==> src/rtl/picorv_mem_responder.sv <==
// ============================================================================
// picorv_mem_responder
// PicoRV32 native memory bus to single-port synchronous RAM bridge; handles
// reads, full-word writes and byte-strobed read-modify-write.
// Revision: 1.0
// ============================================================================
`default_nettype none

module picorv_mem_responder #(
  parameter logic [31:0] BASE_ADDR = 32'h0000_0000
) (
  input  logic        clk,
  input  logic        resetn,
  input  logic        mem_valid,
  input  logic [31:0] mem_addr,
  input  logic [31:0] mem_wdata,
  input  logic [3:0]  mem_wstrb,
  output logic        mem_ready,
  output logic [31:0] mem_rdata,
  output logic        ram_wen,
  output logic [7:0]  ram_addr,
  output logic [31:0] ram_wdata,
  input  logic [31:0] ram_rdata
);

  typedef enum logic [2:0] {
    IDLE      = 3'd0,
    RD_ADDR   = 3'd1,
    RD_CAP    = 3'd2,
    WR_COMMIT = 3'd3,
    RMW_ADDR  = 3'd4,
    RMW_READ  = 3'd5,
    RMW_WRITE = 3'd6,
    ACK       = 3'd7
  } state_t;

  state_t      r_state;
  state_t      w_state_nxt;

  logic        r_mem_ready;
  logic [31:0] r_mem_rdata;
  logic        r_ram_wen;
  logic [7:0]  r_ram_addr;
  logic [31:0] r_ram_wdata;
  logic [31:0] r_wdata;
  logic [3:0]  r_wstrb;

  logic        w_mem_ready_nxt;
  logic [31:0] w_mem_rdata_nxt;
  logic        w_ram_wen_nxt;
  logic [7:0]  w_ram_addr_nxt;
  logic [31:0] w_ram_wdata_nxt;
  logic [31:0] w_wdata_nxt;
  logic [3:0]  w_wstrb_nxt;

  logic        w_sel;
  logic        w_unused;

  assign w_sel    = mem_valid && (mem_addr[31:10] == BASE_ADDR[31:10]);
  // Byte offset bits never influence a word-wide access.
  assign w_unused = &{1'b0, mem_addr[1:0]};

  always_ff @(posedge clk or negedge resetn) begin
    if (!resetn) begin
      r_state <= IDLE;
    end else begin
      r_state <= w_state_nxt;
    end
  end

  always_comb begin
    w_state_nxt     = r_state;
    w_ram_wen_nxt   = 1'b0;
    w_ram_addr_nxt  = r_ram_addr;
    w_ram_wdata_nxt = r_ram_wdata;
    w_mem_rdata_nxt = r_mem_rdata;
    w_wdata_nxt     = r_wdata;
    w_wstrb_nxt     = r_wstrb;

    case (r_state)
      IDLE: begin
        if (w_sel) begin
          w_ram_addr_nxt = mem_addr[9:2];
          w_wdata_nxt    = mem_wdata;
          w_wstrb_nxt    = mem_wstrb;
          if (mem_wstrb == 4'h0) begin
            w_state_nxt = RD_ADDR;
          end else if (mem_wstrb == 4'hF) begin
            w_ram_wdata_nxt = mem_wdata;
            w_ram_wen_nxt   = 1'b1;
            w_state_nxt     = WR_COMMIT;
          end else begin
            w_state_nxt = RMW_ADDR;
          end
        end
      end
      RD_ADDR:   w_state_nxt = RD_CAP;
      RD_CAP: begin
        w_mem_rdata_nxt = ram_rdata;
        w_state_nxt     = ACK;
      end
      WR_COMMIT: w_state_nxt = ACK;
      RMW_ADDR:  w_state_nxt = RMW_READ;
      RMW_READ: begin
        // Strobed bytes come from the CPU, the rest from the old RAM word.
        for (int i = 0; i < 4; i++) begin
          w_ram_wdata_nxt[8*i +: 8] = r_wstrb[i] ? r_wdata[8*i +: 8]
                                                 : ram_rdata[8*i +: 8];
        end
        w_ram_wen_nxt = 1'b1;
        w_state_nxt   = WR_COMMIT;
      end
      ACK:       w_state_nxt = IDLE;
      RMW_WRITE: w_state_nxt = IDLE;
      default:   w_state_nxt = IDLE;
    endcase

    w_mem_ready_nxt = (w_state_nxt == ACK);
  end

  always_ff @(posedge clk or negedge resetn) begin
    if (!resetn) begin
      r_mem_ready <= 1'b0;
      r_mem_rdata <= 32'h0;
      r_ram_wen   <= 1'b0;
      r_ram_addr  <= 8'h0;
      r_ram_wdata <= 32'h0;
      r_wdata     <= 32'h0;
      r_wstrb     <= 4'h0;
    end else begin
      r_mem_ready <= w_mem_ready_nxt;
      r_mem_rdata <= w_mem_rdata_nxt;
      r_ram_wen   <= w_ram_wen_nxt;
      r_ram_addr  <= w_ram_addr_nxt;
      r_ram_wdata <= w_ram_wdata_nxt;
      r_wdata     <= w_wdata_nxt;
      r_wstrb     <= w_wstrb_nxt;
    end
  end

  assign mem_ready = r_mem_ready;
  assign mem_rdata = r_mem_rdata;
  assign ram_wen   = r_ram_wen;
  assign ram_addr  = r_ram_addr;
  assign ram_wdata = r_ram_wdata;

endmodule

`default_nettype wire

==> config.mk <==
export PLATFORM = sky130hd
export DESIGN_NAME = picorv_mem_responder
export DESIGN_NICKNAME = d
export VERILOG_FILES = /design/src/rtl/picorv_mem_responder.sv
export SDC_FILE = /design/constraint.sdc
export NUM_CORES = 1
export LEC_CHECK = 0
export CAP_MARGIN = 0
export CORE_MARGIN = 4
export CORE_UTILIZATION = 49
export DETAILED_ROUTE_END_ITERATION = 7
export GPL_TIMING_DRIVEN = 0
export MAX_ROUTING_LAYER = met4
export PLACE_DENSITY = 0.91
export SYNTH_ARGS = -nofsm -noshare
export SYNTH_HDL_FRONTEND = slang
export SYNTH_SLANG_ARGS = --single-unit
export TNS_END_PERCENT = 50
==> constraint.sdc <==
create_clock -name clk -period 5.8 [get_ports clk]
set_clock_uncertainty 0.2 [all_clocks]
set_input_delay 1.16 -clock clk [delete_from_list [all_inputs] [get_ports clk]]
set_output_delay 1.16 -clock clk [all_outputs]
set_load 0.03 [all_outputs]
==> Word-level counts from Yosys, hierarchy flattened <==
Index checks and enable logic that the tools add are counted.
{ "totals": {"reg_bits": 113, "input_bits": 103, "output_inout_bits": 74, "elab_cells": 45} }
{ "classes": {"n_eq_ne": 12, "mux": 16, "n_reduce_logical": 9} }
{ "ops": {"columns": ["operator", "n"], "rows": [
  ["$mux 32", 3],
  ["$pmux 32 s2", 1],
  ["$mux 8", 4],
  ["$logic_not 22->1", 1],
  ["$pmux 3 s6", 1],
  ["$eq 3x3->1 const B", 5],
  ["$mux 3", 3],
  ["$eq 3x2->1 const B", 2],
  ["$ne 2x2->1 const B", 3],
  ["$eq 4x4->1 const B", 1],
  ["$logic_not 4->1", 1],
  ["$reduce_and 4->1", 1],
  ["$reduce_or 2->1", 2],
  ["$eq 3x1->1 const B", 1],
  ["$logic_not 3->1", 1],
  ["$mux 1", 3],
  ["$pmux 1 s2", 1],
  ["$reduce_and 2->1", 1],
  ["$reduce_bool 2->1", 1],
  ["$logic_and 1x1->1", 1]
]} }

==> Logic depth before layout (Yosys ltp) <==
Gate-level depths: netlist of run 1.
{ "depth": {"ltp_word": 6, "depth_mapped": 7, "mapped_depth_nobuf": 4} }

==> Worst setup path after synthesis of run 1 <==
No wires, ideal clock.
{ "synth_path": {"path_type": "input port to flip-flop", "startpoint": "input mem_addr[12]", "endpoint": "register r_wdata[24]", "setup_time_ns": 0.127, "arrival_time_ns": 2.503, "t_required_ns": 5.473, "path_slack_ns": 2.970, "stages": 7, "path_buffers": 3, "path_cell_list": "nor4_1 and4_1 buf_4 and2_4 buf_8 buf_8 mux2_1"} }
{ "synth_between": {"elab_chain_cells": 3} }
{ "synth_lines": {"columns": ["element", "line_no", "rtl"], "rows": [
  ["start: declaration", "15", "input logic [31:0] mem_addr,"],
  ["$logic_not 22->1", "59", "assign w_sel = mem_valid && (mem_addr[31:10] == BASE_ADDR[31:10]);"],
  ["$logic_and 1x1->1", "59", null],
  ["$reduce_and 2->1 (no source line)", null, null],
  ["end signal: assignment", "136", "r_wdata <= w_wdata_nxt;"],
  ["end: declaration", "45", "logic [31:0] r_wdata;"]
]} }
No other way between the ends.
A chain may end at the register's enable or synchronous reset.

==> Worst setup path after layout of run 1 <==
{ "layout_path": {"startpoint": "input mem_wstrb[0]", "endpoint": "register r_ram_wdata[10] (netlist: ram_wdata[10])"} }
{ "layout_between": {"elab_chain_cells": 3, "word_cells_on_any_way": 5, "classes_between": "eq/ne (3); reduce/logical (2)"} }
{ "layout_lines": {"columns": ["element", "line_no", "rtl"], "rows": [
  ["start: declaration", "17", "input logic [3:0] mem_wstrb,"],
  ["$eq 4x4->1 / $logic_not 4->1 (equally long branches)", "88, 86", null],
  ["$ne 2x2->1 (no source line)", null, null],
  ["$reduce_and 4->1 (no source line) (*)", null, null],
  ["end signal: assignment", "135", "r_ram_wdata <= w_ram_wdata_nxt;"],
  ["end: declaration", "44", "logic [31:0] r_ram_wdata;"]
]} }
Mark *: on every way between the ends. The rest lies on a longest branch, timed or not.

==> summary.md, run 1 <==
| Metric | Value |
|---|---|
| Max clock buf depth | 2 |
| FF-to-FF Start | r_state[1] |
| DR vias | roughly 4400 |
| WHS Path Cells | 1 |
| Leakage | approximately 3.1 nW |
| FF-to-FF End | ram_wdata[10] |
| Number of core rows | 37 |
| DR WL/cell | approximately 21 µm |
| Flop2flop setup slack | about 3.5 ns |
| Setup-failing EPs final | 0 |
| TritonCTS clock tree | yes |
| Drt drc | 0 |
| CTS Buf Count | 17 |
| Core area | 10300 µm² |
| Detailed Route WL | about 16000 µm |
| Post-CTS sizing | 0 |
| Leading cell type in the layout, fill and taps excluded | clkdlybuf4s50_1 |
| CTS sink cnt | around 110 |
| First-pass GRT wire length | between 20000 and 30000 µm |
| ANT cells | 0 |
| Area Overhead vs Synth | 49.7% |
| Required @ worst endpoint | approximately 6 ns |
| Post-synthesis average cell area | ~12 µm² |
| Hold Crit Start | r_wdata[29] |
| Fin cells | ~760 |
| Die width | around 110 µm |
| Status | completed |
| Number of port buffers | roughly 170 |
| Share of cells above drive strength 1 | about a fifth |
| Drt via density | 5.81 |
| Clk_lat worst skew | about 0.5 ns |
| RSZ-0062 raised after global routing | no |
| Crit path max fanout | 10 |
| Worst setup SP type | primary input |
| Final Hold Fails | 0 |
| R2R cell count | 5 |
| Peak VDD IR | approximately 0.3 mV |
| Final Power | about 3.8 mW |
| Yosys warning total | 0 |
| GP Congestion | 0.844 |
| H-Tree Depth | 4 |
| HP Class | reg -> reg |
| Initial core utilization | approximately 50% |
| Worst hold path endpoint | r_wdata[29] |
| Met2 GRT Util | between 40% and 50% |
| Die footprint | between 10000 and 15000 µm² |
| Worst Setup End Kind | register |
| Setup TNS | 0 ns |
| DR pass1 iterations | 4 |
| Vias in the first global route | 4729 |
| Slew Viols, Final | 0 |
| Final ANT Viol Nets | 0 |
| Clock slew at reported path FFs | roughly 0.060 ns |
| Synth unique cells | 29 |
| Power Density | approximately 500 nW/µm² |
| Slew margin rel. | between 50% and 60% |
| Post-CTS setup buffer count | 0 |
| Post-Syn Area | approximately 5000 µm² |
| Crit share post-route | a little under three fifths |
| Initial antenna violation count | 0 |
| Post-Place Cells | 723 |
| Arrival time at the worst endpoint | ~3.4 ns |
| Post-layout util | approximately three quarters |
| Critical path type | in -> reg |
| Commonest non-fill, non-tap cells in the layout | clkdlybuf4s50_1, dfrtp_1, mux2_2 |
| Die height | 110 µm |
| Iter 0 DRT Violations | 247 |
| Clock root cell | clkbuf_8 |
| FF+latch count, synth | between 100 and 150 |
| Largest net degree at the start of global routing | 62 |
| Post-Syn Nets | 515 |
| Met3 usage | 5.32% |
| Fmax | just over 300 MHz |
| Number of max-cap violations | 0 |
| CTS Hold Buffers Added | 0 |
| Dpl hpwl | between 10000 and 15000 µm |
| GRT busiest layer | met2 |
| Sequential fraction of the synthesis area | 55.0% |
| I/O pin count | around 180 |
| Final min period | 3.26 ns |
| Cells after Synth | 412 |
| GRT overflow | 0 |
| GRT met1 Usage | approximately a third |
| Nets | roughly 710 |
| Tightest Pin Transition | 0.698 ns |
| Tot GR Track Use | between 20% and 30% |
==> synthesized netlist by cell type <==
| library cell | count | area, µm² |
|---|---|---|
| and2_4 | 1 | 8.76 |
| nand4_1 | 34 | 213 |
| a31oi_1 | 32 | 200 |
| xor2_1 | 1 | 8.76 |
| buf_8 | 2 | 30.0 |
| buf_2 | 7 | 35.0 |
| and4_1 | 2 | 17.5 |
| mux2_1 | 7 | 78.8 |
| nor2b_1 | 32 | 200 |
| a211oi_1 | 32 | 240 |
| inv_1 | 1 | 3.75 |
| nor3b_1 | 1 | 7.51 |
| o21ai_0 | 33 | 165 |
| dfrtp_1 | 113 | 2830 |
| nor2_1 | 3 | 11.3 |
| mux2_4 | 20 | 300 |
| a221o_1 | 1 | 10.0 |
| nor4b_2 | 1 | 15.0 |
| clkbuf_1 | 23 | 86.3 |
| and3_1 | 1 | 6.26 |
| buf_4 | 2 | 15.0 |
| nor3_1 | 1 | 5.00 |
| nor4_1 | 6 | 37.5 |
| nand3_1 | 1 | 5.00 |
| a21oi_1 | 2 | 10.0 |
| buf_12 | 2 | 40.0 |
| mux2_2 | 49 | 552 |
| a211o_1 | 1 | 8.76 |
| buf_1 | 1 | 3.75 |
==> area by class of cell <==
| type | instances | area [µm²] |
|---|---|---|
| clock buffers | 19 | 432 |
| well taps | 136 | 170 |
| repair buffers | 175 | 1770 |
| plain buffers | 37 | 210 |
| inverters | 1 | 3.75 |
| clock inverters | 13 | 186 |
| flip-flops and latches | 113 | 2830 |
| multi-input cells | 261 | 2100 |
| fillers | 694 | 2580 |
==> worst max-delay path, stage by stage <==
cell,delay (ns)
clkdlybuf4s50_1,0.55
and4_1,0.21
clkbuf_1,0.35
nand4_1,0.35
clkbuf_1,0.31
o21ai_0,0.31
a31oi_1,0.16
==> stage by stage <==
stage          setup slack [ns]  hold WS (ns)  instance area, µm²
2_1_floorplan              2.97         0.259                5140
3_3_place_gp             -0.835         0.268                7050
3_5_place_dp               2.19         0.276                7080
4_1_cts                    2.53         0.288                7700
5_1_grt                    2.45         0.299                7700
6_report                   2.54         0.290                7700
==> routing by layer <==
metal  vias to the layer above  wire length [µm]
li1                       1955                 -
met1                      2183              6360
met2                       212              8260
met3                        33              1010
met4                         0               347
met5                         -                 0
==> how the worst max path moves through the flow <==
stage / from / to / slack [ns] / cells past startpoint
6_report: mem_wstrb[0] / ram_wdata[10] / 2.54 / 7
5_1_grt: mem_wstrb[2] / ram_wdata[16] / 2.45 / 7
4_1_cts: mem_wstrb[2] / ram_wdata[10] / 2.53 / 7
3_5_place_dp: mem_wstrb[2] / ram_wdata[21] / 2.19 / 7
3_3_place_gp: resetn / mem_rdata[24] / -0.84 / 1
2_1_floorplan: mem_addr[12] / r_wdata[24] / 2.97 / 7
==> cell families after synthesis <==
family                 Yosys count  share of synthesized area [%]
AND/OR/NAND/NOR                 83                           10.2
flip-flops                     113                           55.0
AO/OA/AOI/OAI                  101                           12.3
buffers and inverters           38                           4.16
XOR/XNOR                         1                          0.170
multiplexers                    76                           18.1
==> sequential cells by signal (all words and copies together), names as in the netlist <==
signal / cells
mem_rdata: 32
r_wdata: 32
ram_wdata: 32
ram_addr: 8
r_wstrb: 4
r_state: 3
mem_ready: 1
ram_wen: 1
==> report_power, final <==
part | switching (mW) | internal [mW] | total, mW
registers | 0.147 | 1.04 | 1.18
logic | 0.867 | 0.691 | 1.56
clock network | 0.375 | 0.709 | 1.08
Power figures use the tool's default switching activity.
==> inputs of run 2 (changes only) <==
CORE_UTILIZATION = 41   (was 49)
PLACE_DENSITY = 0.81   (was 0.91)
clock period = 2.81 ns   (was 5.8 ns; I/O delays follow)
==> summary.md, run 2 (synthesis results as in run 1) <==
| Metric | Value |
|---|---|
| Register Area | 2830 µm² (unchanged) |
| CTS Buf Count | 17 (unchanged) |
| Slew margin rel. | 49.8% (was 53.4%) |
| Status | completed (unchanged) |
| Multi-input gate area | 2100 µm² (unchanged) |
| Crit share post-route | 90.6% |
| GRT busiest layer | met2 (unchanged) |
| Drt drc | 0 (unchanged) |
| I/O pin count | 177 (unchanged) |
| Clk_lat worst skew | 0.42 ns (was 0.51 ns) |
| Peak VDD IR | 0.570 mV (was 0.306 mV) |
| Critical path type | in -> reg (unchanged) |
| Die footprint | 14400 µm² (was 12200 µm²) |
| WP buf/inv | 4 (was 3) |
| Tightest Pin Transition | 0.754 ns (was 0.698 ns) |
| Setup-failing EPs final | 0 (unchanged) |
| Largest net degree at the start of global routing | 58 (was 62) |
| Post-CTS sizing | 0 (unchanged) |
| Die height | 120 µm (was 110 µm) |
| Final Hold Fails | 0 (unchanged) |
| Vias in the first global route | 4649 (was 4729) |
| Nets | 708 (was 709) |
| Delay-heaviest family, CP | buffers and inverters (unchanged) |
| RSZ-0062 raised after global routing | no (unchanged) |
| Arrival time at the worst endpoint | 2.65 ns (was 3.41 ns) |
| CTS sink cnt | 113 (unchanged) |
| Filler cell count | 963 (was 694) |
| Dpl hpwl | 10900 µm (was 11100 µm) |
| Area Overhead vs Synth | 49.4% (was 49.7%) |
| Worst setup SP type | primary input (unchanged) |
| Number of max-cap violations | 0 (unchanged) |
| Final min period | 2.55 ns |
| Final ANT Viol Nets | 0 (unchanged) |
| Initial core utilization | 42.3% (was 50.0%) |
| GRT met1 Usage | 28.3% (was 32.3%) |
| DR pass1 iterations | 4 (unchanged) |
| R2R cell count | 7 (was 5) |
| Number of port buffers | 174 (unchanged) |
| Max clock buf depth | 2 (unchanged) |
| First-pass GRT wire length | 24600 µm (was 25500 µm) |
| Leakage | 3.11 nW (was 3.13 nW) |
| Critical path depth | 8 (was 7) |
| HP Class | in -> async (was reg -> reg) |
| Initial antenna violation count | 0 (unchanged) |
| ANT cells | 0 (unchanged) |
| Detailed Route WL | 15300 µm (was 16000 µm) |
| Power Density | 995 nW/µm² (was 497 nW/µm²) |
| GP Congestion | 0.827 (was 0.844) |
| Drt via density | 5.47 (was 5.81) |
| Share of cells above drive strength 1 | 18.8% (was 18.9%) |
| Crit path max fanout | 10 (unchanged) |
| Leading cell type in the layout, fill and taps excluded | clkdlybuf4s50_1 (unchanged) |
| Worst Setup End Kind | register (unchanged) |
| Met2 GRT Util | 34.8% (was 45.6%) |
| DR vias | 4301 (was 4383) |
| Clock slew at reported path FFs | 0.05 ns (was 0.06 ns) |
| Cell breakdown of the critical path | clkdlybuf4s50_1 > nor4_1 > and3_1 > buf_2 > and2_4 > buf_8 > buf_8 > mux2_1 (was clkdlybuf4s50_1 > and4_1 > clkbuf_1 > nand4_1 > clkbuf_1 > o21ai_0 > a31oi_1) |
| Required @ worst endpoint | 2.91 ns (was 5.95 ns) |
| DR WL/cell | 19.5 µm (was 21.2 µm) |
| Final setup margin | 0.264 ns (was 2.54 ns) |
| Clock root cell | clkbuf_16 (was clkbuf_8) |
| Tot GR Track Use | 22.7% (was 26.9%) |
| Pre-CTS setup slack | -0.239 ns (was 2.19 ns) |
| Fin cells | 786 (was 755) |
| Met3 usage | 6.74% (was 5.32%) |
| Slew Viols, Final | 0 (unchanged) |
| Post-CTS setup buffer count | 0 (unchanged) |
| GRT overflow | 0 (unchanged) |
| Die width | 120 µm (was 110 µm) |
| TritonCTS clock tree | yes (unchanged) |
| CTS Hold Buffers Added | 0 (unchanged) |
| Slowest stage delay, CP | 0.45 ns (was 0.55 ns) |
| Core area | 12200 µm² (was 10300 µm²) |
| Critical Path Slowest Stage Cell | nor4_1 (was clkdlybuf4s50_1) |
| H-Tree Depth | 4 (unchanged) |
| Commonest non-fill, non-tap cells in the layout | clkdlybuf4s50_1, dfrtp_1, mux2_2 (unchanged) |
| Fmax | 393 MHz |
| Top cell by count, worst path | buf_8 (was clkbuf_1) |
| Number of core rows | 40 (was 37) |
| Iter 0 DRT Violations | 345 (was 247) |
| Post-Place Cells | 755 (was 723) |
[run 2: path summary, 6_finish.rpt]
path	from	endpoint	slack (ns)
worst max-delay path	mem_addr[21]	r_wdata[26]	0.26
worst min-delay path	resetn	ram_addr[0]	0.002
worst max register to register	r_state[1]	r_wdata[26]	0.54
worst min register to register	r_wdata[24]	r_wdata[24]	0.29
max in group asynchronous	resetn	mem_rdata[13]	1.68
min in group clk	r_wdata[24]	r_wdata[24]	0.29
[run 2: area by class of cell]
cell class                 instances  area share (%)
sequential                       113            36.8
multi-input combinational        261            27.3
timing repair buffer             175            23.0
clock buffer                      23            6.35
tap                              168            2.74
buffer                            36            2.69
clock inverter                     9            1.06
inverter                           1          0.0488
[run 2: routing by layer]
metal  part of all wire, %  up-vias  wire [µm]
met5                     0        -          0
met4                   2.1        0        320
met3                   7.0       27       1070
met2                    48      172       7340
met1                    43     2147       6590
li1                      -     1955          -
[run 2: stage by stage]
stage	instance area [µm²]	utilization [%]	TNS (ns)	hold slack (ns)	power (mW)
after global routing	7680	63.2	0	0.0675	8.00
final	7680	63.2	0	0.00197	7.65
after detailed placement	7120	58.5	-11.88	0.283	5.64
after CTS	7690	63.2	0	0.0312	7.70
after floorplan	5140	-	0	0.0664	4.18
after global placement	7090	58.3	-379.90	0.268	5.55
[run 2: where the power goes]
part / total (mW) / switching [mW] / internal (mW)
Combinational: 3.18 / 1.75 / 1.42
Sequential: 2.42 / 0.284 / 2.14
Clock: 2.04 / 0.744 / 1.30
Total: 7.65 / 2.78 / 4.86
==> inputs of run 3 (changes only) <==
PLACE_DENSITY = 0.76   (was 0.81)
==> summary.md, run 3 (synthesis results as in run 1) <==
| Metric | Value |
|---|---|
| Cell breakdown of the critical path | clkdlybuf4s50_1 > and4_1 > clkbuf_1 > nand4_1 > clkbuf_1 > o21ai_0 > a31oi_1 (was clkdlybuf4s50_1 > nor4_1 > and3_1 > buf_2 > and2_4 > buf_8 > buf_8 > mux2_1) |
| Final ANT Viol Nets | 0 (unchanged) |
| Die width | 120 µm (unchanged) |
| Leading cell type in the layout, fill and taps excluded | clkdlybuf4s50_1 (unchanged) |
| Initial core utilization | 42.3% (unchanged) |
| Detailed Route WL | 15400 µm (was 15300 µm) |
| Crit path max fanout | 10 (unchanged) |
| CTS Buf Count | 17 (unchanged) |
| Post-layout util | 63.6% (was 63.2%) |
| Initial antenna violation count | 0 (unchanged) |
| Fin cells | 787 (was 786) |
| Leakage | 3.14 nW (was 3.11 nW) |
| CTS sink cnt | 113 (unchanged) |
| Number of max-cap violations | 0 (unchanged) |
| ANT cells | 0 (unchanged) |
| Iter 0 DRT Violations | 303 (was 345) |
| HP Class | reg -> reg (was in -> async) |
| Dpl hpwl | 11000 µm (was 10900 µm) |
| Setup-failing EPs final | 0 (unchanged) |
| Worst Setup End Kind | register (unchanged) |
| Die height | 120 µm (unchanged) |
| Largest net degree at the start of global routing | 67 (was 58) |
| Commonest non-fill, non-tap cells in the layout | clkdlybuf4s50_1, dfrtp_1, mux2_2 (unchanged) |
| Share of cells above drive strength 1 | 18.4% (was 18.8%) |
| Final min period | 2.60 ns (was 2.55 ns) |
| Vias in the first global route | 4708 (was 4649) |
| DR pass1 iterations | 5 (was 4) |
| Die footprint | 14400 µm² (unchanged) |
| Tightest Pin Transition | 0.633 ns (was 0.754 ns) |
| H-Tree Depth | 4 (unchanged) |
| Number of port buffers | 174 (unchanged) |
| RSZ-0062 raised after global routing | no (unchanged) |
| GP Congestion | 0.896 (was 0.827) |
| Core area | 12200 µm² (unchanged) |
| Arrival time at the worst endpoint | 2.66 ns (was 2.65 ns) |
| Slowest stage delay, CP | 0.55 ns (was 0.45 ns) |
| Crit share post-route | 92.5% (was 90.6%) |
| Clock slew at reported path FFs | 0.05 ns (about the same) |
| GRT overflow | 0 (unchanged) |
| Top cell by count, worst path | clkbuf_1 (was buf_8) |
| Max clock buf depth | 2 (unchanged) |
| Post-CTS setup buffer count | 0 (unchanged) |
| Critical path type | in -> reg (unchanged) |
| Slew margin rel. | 57.8% (was 49.8%) |
| TritonCTS clock tree | yes (unchanged) |
| Worst setup SP type | primary input (unchanged) |
| DR WL/cell | 19.6 µm (was 19.5 µm) |
| Power Density | 1000 nW/µm² (was 995 nW/µm²) |
| Fmax | 385 MHz (was 393 MHz) |
| Slew Viols, Final | 0 (unchanged) |
| Nets | 710 (was 708) |
| I/O pin count | 177 (unchanged) |
| DR vias | 4319 (was 4301) |
| Required @ worst endpoint | 2.87 ns (was 2.91 ns) |
| Status | completed (unchanged) |
| Post-CTS sizing | 0 (unchanged) |
| Peak VDD IR | 0.525 mV (was 0.570 mV) |
| Post-Place Cells | 755 (unchanged) |
| Number of core rows | 40 (unchanged) |
| Clk_lat worst skew | 0.41 ns (was 0.42 ns) |
| Critical Path Slowest Stage Cell | clkdlybuf4s50_1 (was nor4_1) |
| Final Hold Fails | 0 (unchanged) |
| Drt drc | 0 (unchanged) |
| Drt via density | 5.49 (was 5.47) |
| Tot GR Track Use | 22.3% (was 22.7%) |
| Clock root cell | clkbuf_16 (unchanged) |
| Area Overhead vs Synth | 50.4% (was 49.4%) |
| First-pass GRT wire length | 24400 µm (was 24600 µm) |
## run 3: cell types whose count changed in the layout (fill, tap and decap cells not counted)
cell | before | now
bufinv_16 | 1 | 2
clkinv_4 | 1 | 0
clkinv_2 | 4 | 2
clkbuf_8 | 4 | 7
clkinvlp_4 | 3 | 0
clkbuf_1 | 24 | 26
dlygate4sd3_1 | 0 | 1
## run 3: per-stage QoR
step / power, mW / setup TNS (ns) / instance area (µm²) / hold WS [ns] / worst slack [ns]
3_3_place_gp: 5.55 / -383.16 / 7090 / 0.268 / -3.33
6_report: 7.77 / 0 / 7730 / 0.284 / 0.212
5_1_grt: 8.11 / 0 / 7730 / 0.309 / 0.0153
2_1_floorplan: 4.18 / 0 / 5140 / 0.0664 / 0.578
3_5_place_dp: 5.64 / -9.93 / 7120 / 0.276 / -0.192
4_1_cts: 7.83 / 0 / 7730 / 0.287 / 0.221
## run 3: path summary, 6_finish.rpt
| path | to | slack [ns] | cells after the start | from |
|---|---|---|---|---|
| setup / recovery | ram_wdata[13] | 0.21 | 7 | mem_wstrb[1] |
| hold / removal | r_wdata[29] | 0.28 | 1 | r_wdata[29] |
| setup reg to reg | r_wdata[24] | 0.52 | 7 | r_state[1] |
| hold reg to reg | r_wdata[29] | 0.28 | 1 | r_wdata[29] |
| max in group asynchronous | ram_wdata[22] | 1.15 | 3 | resetn |
| min in group asynchronous | ram_wdata[8] | 0.51 | 2 | resetn |
## run 3: where the power goes
part | internal [mW] | total [mW] | switching, mW
combinational | 1.43 | 3.18 | 1.75
clock | 1.46 | 2.17 | 0.705
sequential | 2.14 | 2.42 | 0.282
total | 5.03 | 7.77 | 2.74
## run 3: worst max-delay path, delay by kind of cell
family | cells | cell delay, ns
AO/OA/AOI/OAI | 2 | 0.40
buffers and inverters | 3 | 1.17
AND/OR/NAND/NOR | 2 | 0.52
## run 3: repair_timing
item,CTS,global route
endpoints found under the setup margin,0,0
hold endpoints to repair,47,0
hold buffers,1,0
## run 3: routing by layer
metal  part of all wire [%]  up-vias  GRT usage (%)
met4                    2.7        0           9.38
met2                     49      185           35.3
met3                    6.6       35           5.89
met5                      0        -              -
met1                     42     2142           27.0
li1                       -     1957              -
## run 3: layout make-up
class                   count  area (µm²)
fillers                   960        4430
flip-flops and latches    113        2830
multi-input cells         261        2100
repair buffers            176        1780
clock buffers              27         533
plain buffers              37         210
well taps                 168         210
clock inverters             4        70.1
inverters                   1        3.75
